`config.mk`:
```
export PLATFORM = sky130hd
export DESIGN_NAME = mu0_seq_alu
export DESIGN_NICKNAME = d
export VERILOG_FILES = /design/src/rtl/mu0_seq_alu.sv
export SDC_FILE = /design/constraint.sdc
export NUM_CORES = 1
export LEC_CHECK = 0
export BUFFER_PORTS_ARGS = -buffer_cell sky130_fd_sc_hd__buf_2
export CAP_MARGIN = 20
export CELL_PAD_IN_SITES_DETAIL_PLACEMENT = 0
export CELL_PAD_IN_SITES_GLOBAL_PLACEMENT = 2
export CORE_UTILIZATION = 40
export DETAILED_ROUTE_END_ITERATION = 10
export GPL_TIMING_DRIVEN = 0
export PLACE_DENSITY_LB_ADDON = 0.15
export SLEW_MARGIN = 20
export SYNTH_ARGS = -nofsm -noshare
export SYNTH_HDL_FRONTEND = slang
export SYNTH_SLANG_ARGS = --single-unit
export TNS_END_PERCENT = 30
```
`constraint.sdc`:
```
create_clock -name Clk -period 10.8 [get_ports Clk]
set_input_delay 1.08 -clock Clk [delete_from_list [all_inputs] [get_ports Clk]]
set_output_delay 1.08 -clock Clk [all_outputs]
set_load 0.05 [all_outputs]
```
`src/rtl/mu0_seq_alu.sv`:
```
`default_nettype none
// ============================================================================
//  Module   : mu0_seq_alu
//  Purpose  : MU0-style ALU. Ops 000-110 finish in one cycle. Op 111 is an
//             unsigned shift-add multiply that processes one multiplier bit
//             per cycle over WIDTH cycles. Q and the N/Z/C flags are
//             registered and change only when Done pulses.
//  Revision : 1.0  initial release
// ============================================================================
module mu0_seq_alu #(
  parameter int WIDTH = 16
) (
  input  logic             Clk,
  input  logic             Reset,
  input  logic             Start,
  input  logic [2:0]       M,
  input  logic [WIDTH-1:0] X,
  input  logic [WIDTH-1:0] Y,
  output logic [WIDTH-1:0] Q,
  output logic             Busy,
  output logic             Done,
  output logic             N,
  output logic             Z,
  output logic             C
);

  localparam int                 c_CNT_W = (WIDTH > 1) ? $clog2(WIDTH) : 1;
  localparam logic [c_CNT_W-1:0] c_LAST  = c_CNT_W'(WIDTH - 1);
  localparam logic [2:0]         c_OP_MUL = 3'b111;

  typedef enum logic [0:0] {
    S_IDLE = 1'b0,
    S_MUL  = 1'b1
  } state_t;

  state_t               r_state;
  state_t               w_state_next;
  logic                 w_start_single;
  logic                 w_start_mul;
  logic                 w_mul_last;

  logic [WIDTH-1:0]     r_q;
  logic                 r_n;
  logic                 r_z;
  logic                 r_c;
  logic                 r_done;

  // Multiply working registers: accumulator, shifted multiplicand, multiplier
  logic [2*WIDTH-1:0]   r_acc;
  logic [2*WIDTH-1:0]   r_mcand;
  logic [WIDTH-1:0]     r_mplier;
  logic [c_CNT_W-1:0]   r_cnt;
  logic [2*WIDTH-1:0]   w_acc_next;

  logic [WIDTH:0]       w_add;
  logic [WIDTH:0]       w_inc;
  logic [WIDTH:0]       w_sub;
  logic [WIDTH-1:0]     w_res;
  logic                 w_cy;

  // Extra top bit holds carry-out (add/inc) or borrow (sub)
  assign w_add = {1'b0, X} + {1'b0, Y};
  assign w_inc = {1'b0, X} + {{WIDTH{1'b0}}, 1'b1};
  assign w_sub = {1'b0, X} - {1'b0, Y};

  assign w_acc_next = r_acc + (r_mplier[0] ? r_mcand : {(2*WIDTH){1'b0}});

  // Single-cycle result and carry selection for ops 000-110
  always_comb begin
    w_res = '0;
    w_cy  = 1'b0;
    case (M)
      3'b000: w_res = Y;
      3'b001: begin w_res = w_add[WIDTH-1:0]; w_cy = w_add[WIDTH]; end
      3'b010: begin w_res = w_inc[WIDTH-1:0]; w_cy = w_inc[WIDTH]; end
      3'b011: begin w_res = w_sub[WIDTH-1:0]; w_cy = ~w_sub[WIDTH]; end
      3'b100: w_res = X & Y;
      3'b101: w_res = X | Y;
      3'b110: begin w_res = {X[WIDTH-1], X[WIDTH-1:1]}; w_cy = X[0]; end
      default: begin w_res = '0; w_cy = 1'b0; end
    endcase
  end

  // State register
  always_ff @(posedge Clk or posedge Reset) begin
    if (Reset) r_state <= S_IDLE;
    else       r_state <= w_state_next;
  end

  // Next-state logic and operation-acceptance strobes
  always_comb begin
    w_state_next   = r_state;
    w_start_single = 1'b0;
    w_start_mul    = 1'b0;
    w_mul_last     = 1'b0;
    case (r_state)
      S_IDLE: begin
        if (Start) begin
          if (M == c_OP_MUL) begin
            w_start_mul  = 1'b1;
            w_state_next = S_MUL;
          end else begin
            w_start_single = 1'b1;
          end
        end
      end
      S_MUL: begin
        if (r_cnt == c_LAST) begin
          w_mul_last   = 1'b1;
          w_state_next = S_IDLE;
        end
      end
      default: w_state_next = S_IDLE;
    endcase
  end

  // Datapath: result/flag registers, Done pulse and shift-add iteration
  always_ff @(posedge Clk or posedge Reset) begin
    if (Reset) begin
      r_q      <= '0;
      r_n      <= 1'b0;
      r_z      <= 1'b0;
      r_c      <= 1'b0;
      r_done   <= 1'b0;
      r_acc    <= '0;
      r_mcand  <= '0;
      r_mplier <= '0;
      r_cnt    <= '0;
    end else begin
      r_done <= 1'b0;
      if (w_start_single) begin
        r_q    <= w_res;
        r_n    <= w_res[WIDTH-1];
        r_z    <= (w_res == '0);
        r_c    <= w_cy;
        r_done <= 1'b1;
      end
      if (w_start_mul) begin
        r_acc    <= '0;
        r_mcand  <= {{WIDTH{1'b0}}, X};
        r_mplier <= Y;
        r_cnt    <= '0;
      end
      if (r_state == S_MUL) begin
        r_acc    <= w_acc_next;
        r_mcand  <= r_mcand << 1;
        r_mplier <= r_mplier >> 1;
        r_cnt    <= r_cnt + c_CNT_W'(1);
        // Q is only touched once the final partial sum is formed
        if (w_mul_last) begin
          r_q    <= w_acc_next[WIDTH-1:0];
          r_n    <= w_acc_next[WIDTH-1];
          r_z    <= (w_acc_next[WIDTH-1:0] == '0);
          r_c    <= |w_acc_next[2*WIDTH-1:WIDTH];
          r_done <= 1'b1;
        end
      end
    end
  end

  assign Q    = r_q;
  assign N    = r_n;
  assign Z    = r_z;
  assign C    = r_c;
  assign Done = r_done;
  assign Busy = (r_state == S_MUL);

endmodule
`default_nettype wire

```
**Word-level counts from Yosys, hierarchy flattened**

Index checks and enable logic that the tools add are counted.

- Reductions and logical operators: 5
- Add/sub/neg operators: 5
- Bitwise operators: 4
- Equal/unequal tests: 8
- Mux-type cells: 36

Operators by type and width:

| cell | count |
|---|---|
| two-way mux 32 bit | 5 |
| one-hot mux 16 bit (7 select lines) | 1 |
| two-way mux 16 bit | 5 |
| adder 32 bit | 1 |
| logical NOT 16 bit | 2 |
| two-way mux 1 bit | 21 |
| adder 16 x 1 -> 17 bit (second input constant) | 1 |
| adder 16 x 16 -> 17 bit | 1 |
| subtractor 16 x 16 -> 17 bit | 1 |
| bitwise AND 16 bit | 1 |
| OR 16 bit | 1 |
| OR reduction 16 bit | 1 |
| equality test 3 bit (second input constant) | 4 |
| two-way mux 4 bit | 2 |
| equality test 3 x 2 -> 1 bit (second input constant) | 2 |
| adder 4 x 1 -> 4 bit (second input constant) | 1 |
| equality test 4 bit (second input constant) | 1 |
| one-hot mux 1 bit (4 select lines) | 1 |
| equality test 3 x 1 -> 1 bit (second input constant) | 1 |
| logical NOT 3 bit | 1 |
| NOT 1 bit | 2 |
| one-hot mux 1 bit (2 select lines) | 1 |
| nonzero test 2 bit | 1 |

- Register bits: 105
- Bits of input ports: 38
- Output and inout port bits: 21

**Logic depth before layout (Yosys ltp)**

- Depth in word-level cells: 7
- Gate-level depth with buffers: 14
- Gate-level depth less buffers: 14

**Worst setup path after synthesis**

Ideal clock, no wire load.

- Kind: input port to flip-flop
- Start point: input X[2]
- End point: register r_z (netlist: Z)
- Setup time: 87 ps
- Path buffers: 1
- Arrival: 3765 ps
- Data required time: 10713 ps
- Stages on the path: 13
- Path slack: 6948 ps
- Path through: clkbuf_1 inv_1 ha_1 nor2b_1 o31a_1 o31a_1 a41o_1 a221o_1 a311oi_1 o2111ai_1 nor4_1 nand4bb_1 a22oi_1

- Word-level cells in the longest chain between the ends: 6

RTL lines:

| item | RTL line | RTL |
|---|---|---|
| start: declaration | 17 | `input logic [WIDTH-1:0] X,` |
| subtractor 16 x 16 -> 17 bit (tied with other cells) | 64 | `assign w_sub = {1'b0, X} - {1'b0, Y};` |
| one-hot mux 16 bit (7 select lines) (*) | 72 | `case (M)` |
| logical NOT 16 bit (*) | 134 | `r_z <= (w_res == '0);` |
| two-way mux 1 bit (*) | 131 | `if (w_start_single) begin` |
| two-way mux 1 bit | 150 | `if (w_mul_last) begin` |
| two-way mux 1 bit (*) | 144 | `if (r_state == S_MUL) begin` |
| end signal: assignment | 134 |  |
| end signal: assignment | 153 | `r_z <= (w_acc_next[WIDTH-1:0] == '0);` |
| end: declaration | 44 | `logic r_z;` |

Mark *: on every way between the ends. The rest lies on a longest branch, timed or not.
A chain may end at the register's enable or synchronous reset.

**Worst setup path in the final report**

Ends and elaborated chain as after synthesis.

==> flow_metrics.tcl <==
set metrics [dict create \
    routed_wl_mm 32.6 \
    worst_setup_path_start_kind "primary input" \
    drcViolationCount 0 \
    critPathCapture "Z" \
    final_hold_viol_count 0 \
    boundaryPins 59 \
    die_x_um 154 \
    syn_to_final_growth_pct 10.5 \
    dpl.cell_count 1512 \
    avgRoutedWirePerCell_um 21.3 \
    tns_ns 0 \
    timing.rr.end "C" \
    max_slew.worst_pin.slew_ns 0.913 \
    clock-sinks 105 \
    multi_input_area_mm2 0.00613 \
    drv_cap 0 \
    p_total_uw 1890 \
    yosysWarnings 0 \
    cts_hold_buf 0 \
    ctsResizeCount 0 \
    async_reset_ff_share_pct 100 \
    fin_ws_ns 5.87 \
    synth_top_cell_by_area "dfrtp_1" \
    die-area_mm2 0.0238 \
    first_global_vias 8753 \
    gp_congestion 0.887 \
    syn-mean-instance-area_um2 7.93 \
    syn_nets 1294 \
    clock_latency_ns 0.36 \
    p_leak_uw 0.00472 \
    die_y_um 154 \
    vias 8902 \
    nets 1363 \
    stdcell_count 1528 \
    grt_setup_unrepaired "no" \
    post_cts_buffers 0 \
    grt_overflow 0 \
    critical_path_class "in -> reg" \
    cts_tree "done" \
    core_region_area_mm2 0.0227 \
    power.density_mw_per_mm2 185 \
    diodes 0 \
    rows 55 \
    synthCells 1169 \
    utilization_pct 45.1 \
    worstSetupStartpoint "X[2]" \
    hold_path_class "reg -> reg" \
    yosysTopAreaCellShare_pct 28.3 \
    maxSlewViolCount 0 \
    synth_area_leaders "dfrtp_1 (28%), ha_1 (11%), nand2_1 (6.5%), o21ai_0 (5.9%), a21oi_1 (4.5%)" \
    place_hpwl_mm 26.5 \
    portBuffers 57 \
    n_fill_cell 2376 \
    final_layout_size_suffix_gt1_share_pct 9.09 \
    synthesis.area_mm2 0.00927 \
    max_clock_freq_mhz 203 \
    drt-initial-drc-count 539 \
    start_util_pct 40.8 \
    min_period_over_period_pct 45.6 \
    seqCellArea_mm2 0.00263 \
    cts_buffers 9 \
    place_ws_ns 5.63 \
    antenna_left 0 \
    antenna_found_initial 0 \
    rr_startpoint "r_mplier[0]" \
    grt_pass1_wl_mm 50.7 \
    yosysUniqueCellTypes 88 \
    clock-root-buffer "clkbuf_16" \
    cp-end-kind "flop" \
    ff2ff_setup_slack_ns 6.30 \
    synth_seq_cells 105 \
    synth_edf_count 0 \
    finalCriticalPeriod_ns 4.93 \
    required_ns 11.07 \
    dominantRegCellSynth "dfrtp_1" \
    crit_arrival_ns 5.20 \
    setup_viol 0 \
    worstPathMaxFanout 7 \
    htree_num_levels 3 \
    synth-seq-area-share_pct 28.3 \
    irDropWorstVdd_v 0.0000929 \
    track_usage_pct 27.9 \
    clkTransAtPathRegs_ns 0.08 \
    dr.pass1.iters 5 \
    grt_max_degree 62 \
    status "complete, no violations" \
    slew_headroom_pct 39.0 \
    routed_via_density 5.83 \
    r2r.worst_path.cells 13 \
    cts_buffer_depth 2 \
    fin_skew_ns 0.0165 \
]
==> report_power, final <==
| group | switching (uW) | total (uW) | internal, uW |
|---|---|---|---|
| logic | 620 | 909 | 289 |
| registers | 111 | 650 | 540 |
| clock network | 169 | 334 | 165 |
| total | 899 | 1890 | 994 |
==> critical path: stages <==
cell	delay [ns]
buf_2	0.12
clkbuf_1	0.25
inv_1	0.13
ha_1	0.39
nand2b_1	0.21
a2111oi_2	0.49
nor4b_2	0.14
o41ai_2	0.57
o32ai_1	0.18
a311oi_1	0.71
o2111ai_1	0.30
nor4_1	0.29
nand4bb_1	0.16
a22oi_1	0.18
==> stage by stage <==
stage	hold WS, ns	area (um^2)
floorplan	0.450	9270
global placement	0.468	9910
detailed placement	0.475	9950
CTS	0.490	10200
global route	0.524	10200
finish	0.490	10200
==> sequential cells by signal (all words and copies together) (netlist names) <==
name	flops
Busy	1
C	1
Done	1
N	1
Q	16
Z	1
r_acc	32
r_cnt	4
r_mcand	32
r_mplier	16
==> cells in the mapped netlist (all sizes together), types with 13 or more instances <==
cell type,count
dfrtp,105
inv,67
buf,14
mux2i,19
o21ai,115
nor3,13
clkbuf,51
nand2,160
xnor2,38
nand3,31
o22ai,19
ha,84
nor2,92
and2,35
a21o,18
a21oi,86
==> routing by layer <==
metal	global-route usage (%)	up-vias	share of wire [%]	wire, um
li1	-	4329	-	-
met1	37.3	4313	46	15100
met2	46.9	206	47	15200
met3	3.00	54	4.1	1320
met4	9.52	0	2.9	935
met5	0	-	0	0
==> worst min-delay path by stage <==
stage / slack [ns] / cells past startpoint / to / from
after global routing: 0.52 / 2 / r_acc[10] / r_acc[10]
after detailed placement: 0.48 / 2 / r_mplier[10] / r_mplier[11]
final: 0.49 / 2 / r_mplier[6] / r_mplier[7]
after global placement: 0.47 / 2 / r_acc[10] / r_acc[10]
after floorplan: 0.45 / 2 / r_mplier[0] / r_mplier[1]
after CTS: 0.49 / 2 / r_mplier[6] / r_mplier[7]
==> cells in the final DEF, fill, tap and decap left out, drive strengths merged, types with 4 or more instances in the layout <==
cell / n
a41oi: 4
a2111oi: 4
a222oi: 4
or2: 4
nand2b: 12
o211ai: 7
a21oi: 86
nand2: 160
buf: 72
a31oi: 5
o22ai: 19
nor2b: 8
nor4: 9
xor2: 12
clkbuf: 60
a21o: 18
xnor2: 38
nor3: 13
a221oi: 9
o221ai: 7
dfrtp: 105
a211oi: 9
o21ba: 5
o31ai: 6
mux2i: 19
and2: 35
nand4: 9
o21bai: 12
nor2: 92
a22oi: 10
ha: 84
a221o: 8
nand3: 31
o311ai: 4
and3: 6
a22o: 8
o21ai: 115
o22a: 5
inv: 72
==> layout make-up <==
| type | instances | share of cell area [%] |
|---|---|---|
| clock inverter | 7 | 0.708 |
| buffer | 65 | 2.59 |
| clock buffer | 9 | 2.20 |
| timing repair buffer | 58 | 3.05 |
| inverter | 67 | 2.50 |
| sequential | 105 | 25.6 |
| tap | 285 | 3.48 |
| multi-input combinational | 932 | 59.8 |
==> cells by family after synthesis <==
group           Yosys count  synth area share (%)
buf+inv                 132                  5.57
compound gates          379                  27.1
flops                   105                  28.3
mux                      20                  2.29
xor+xnor                 50                  4.72
simple gates            396                  19.9
fa+ha+maj                87                  12.0
Power figures use the tool's default switching activity.
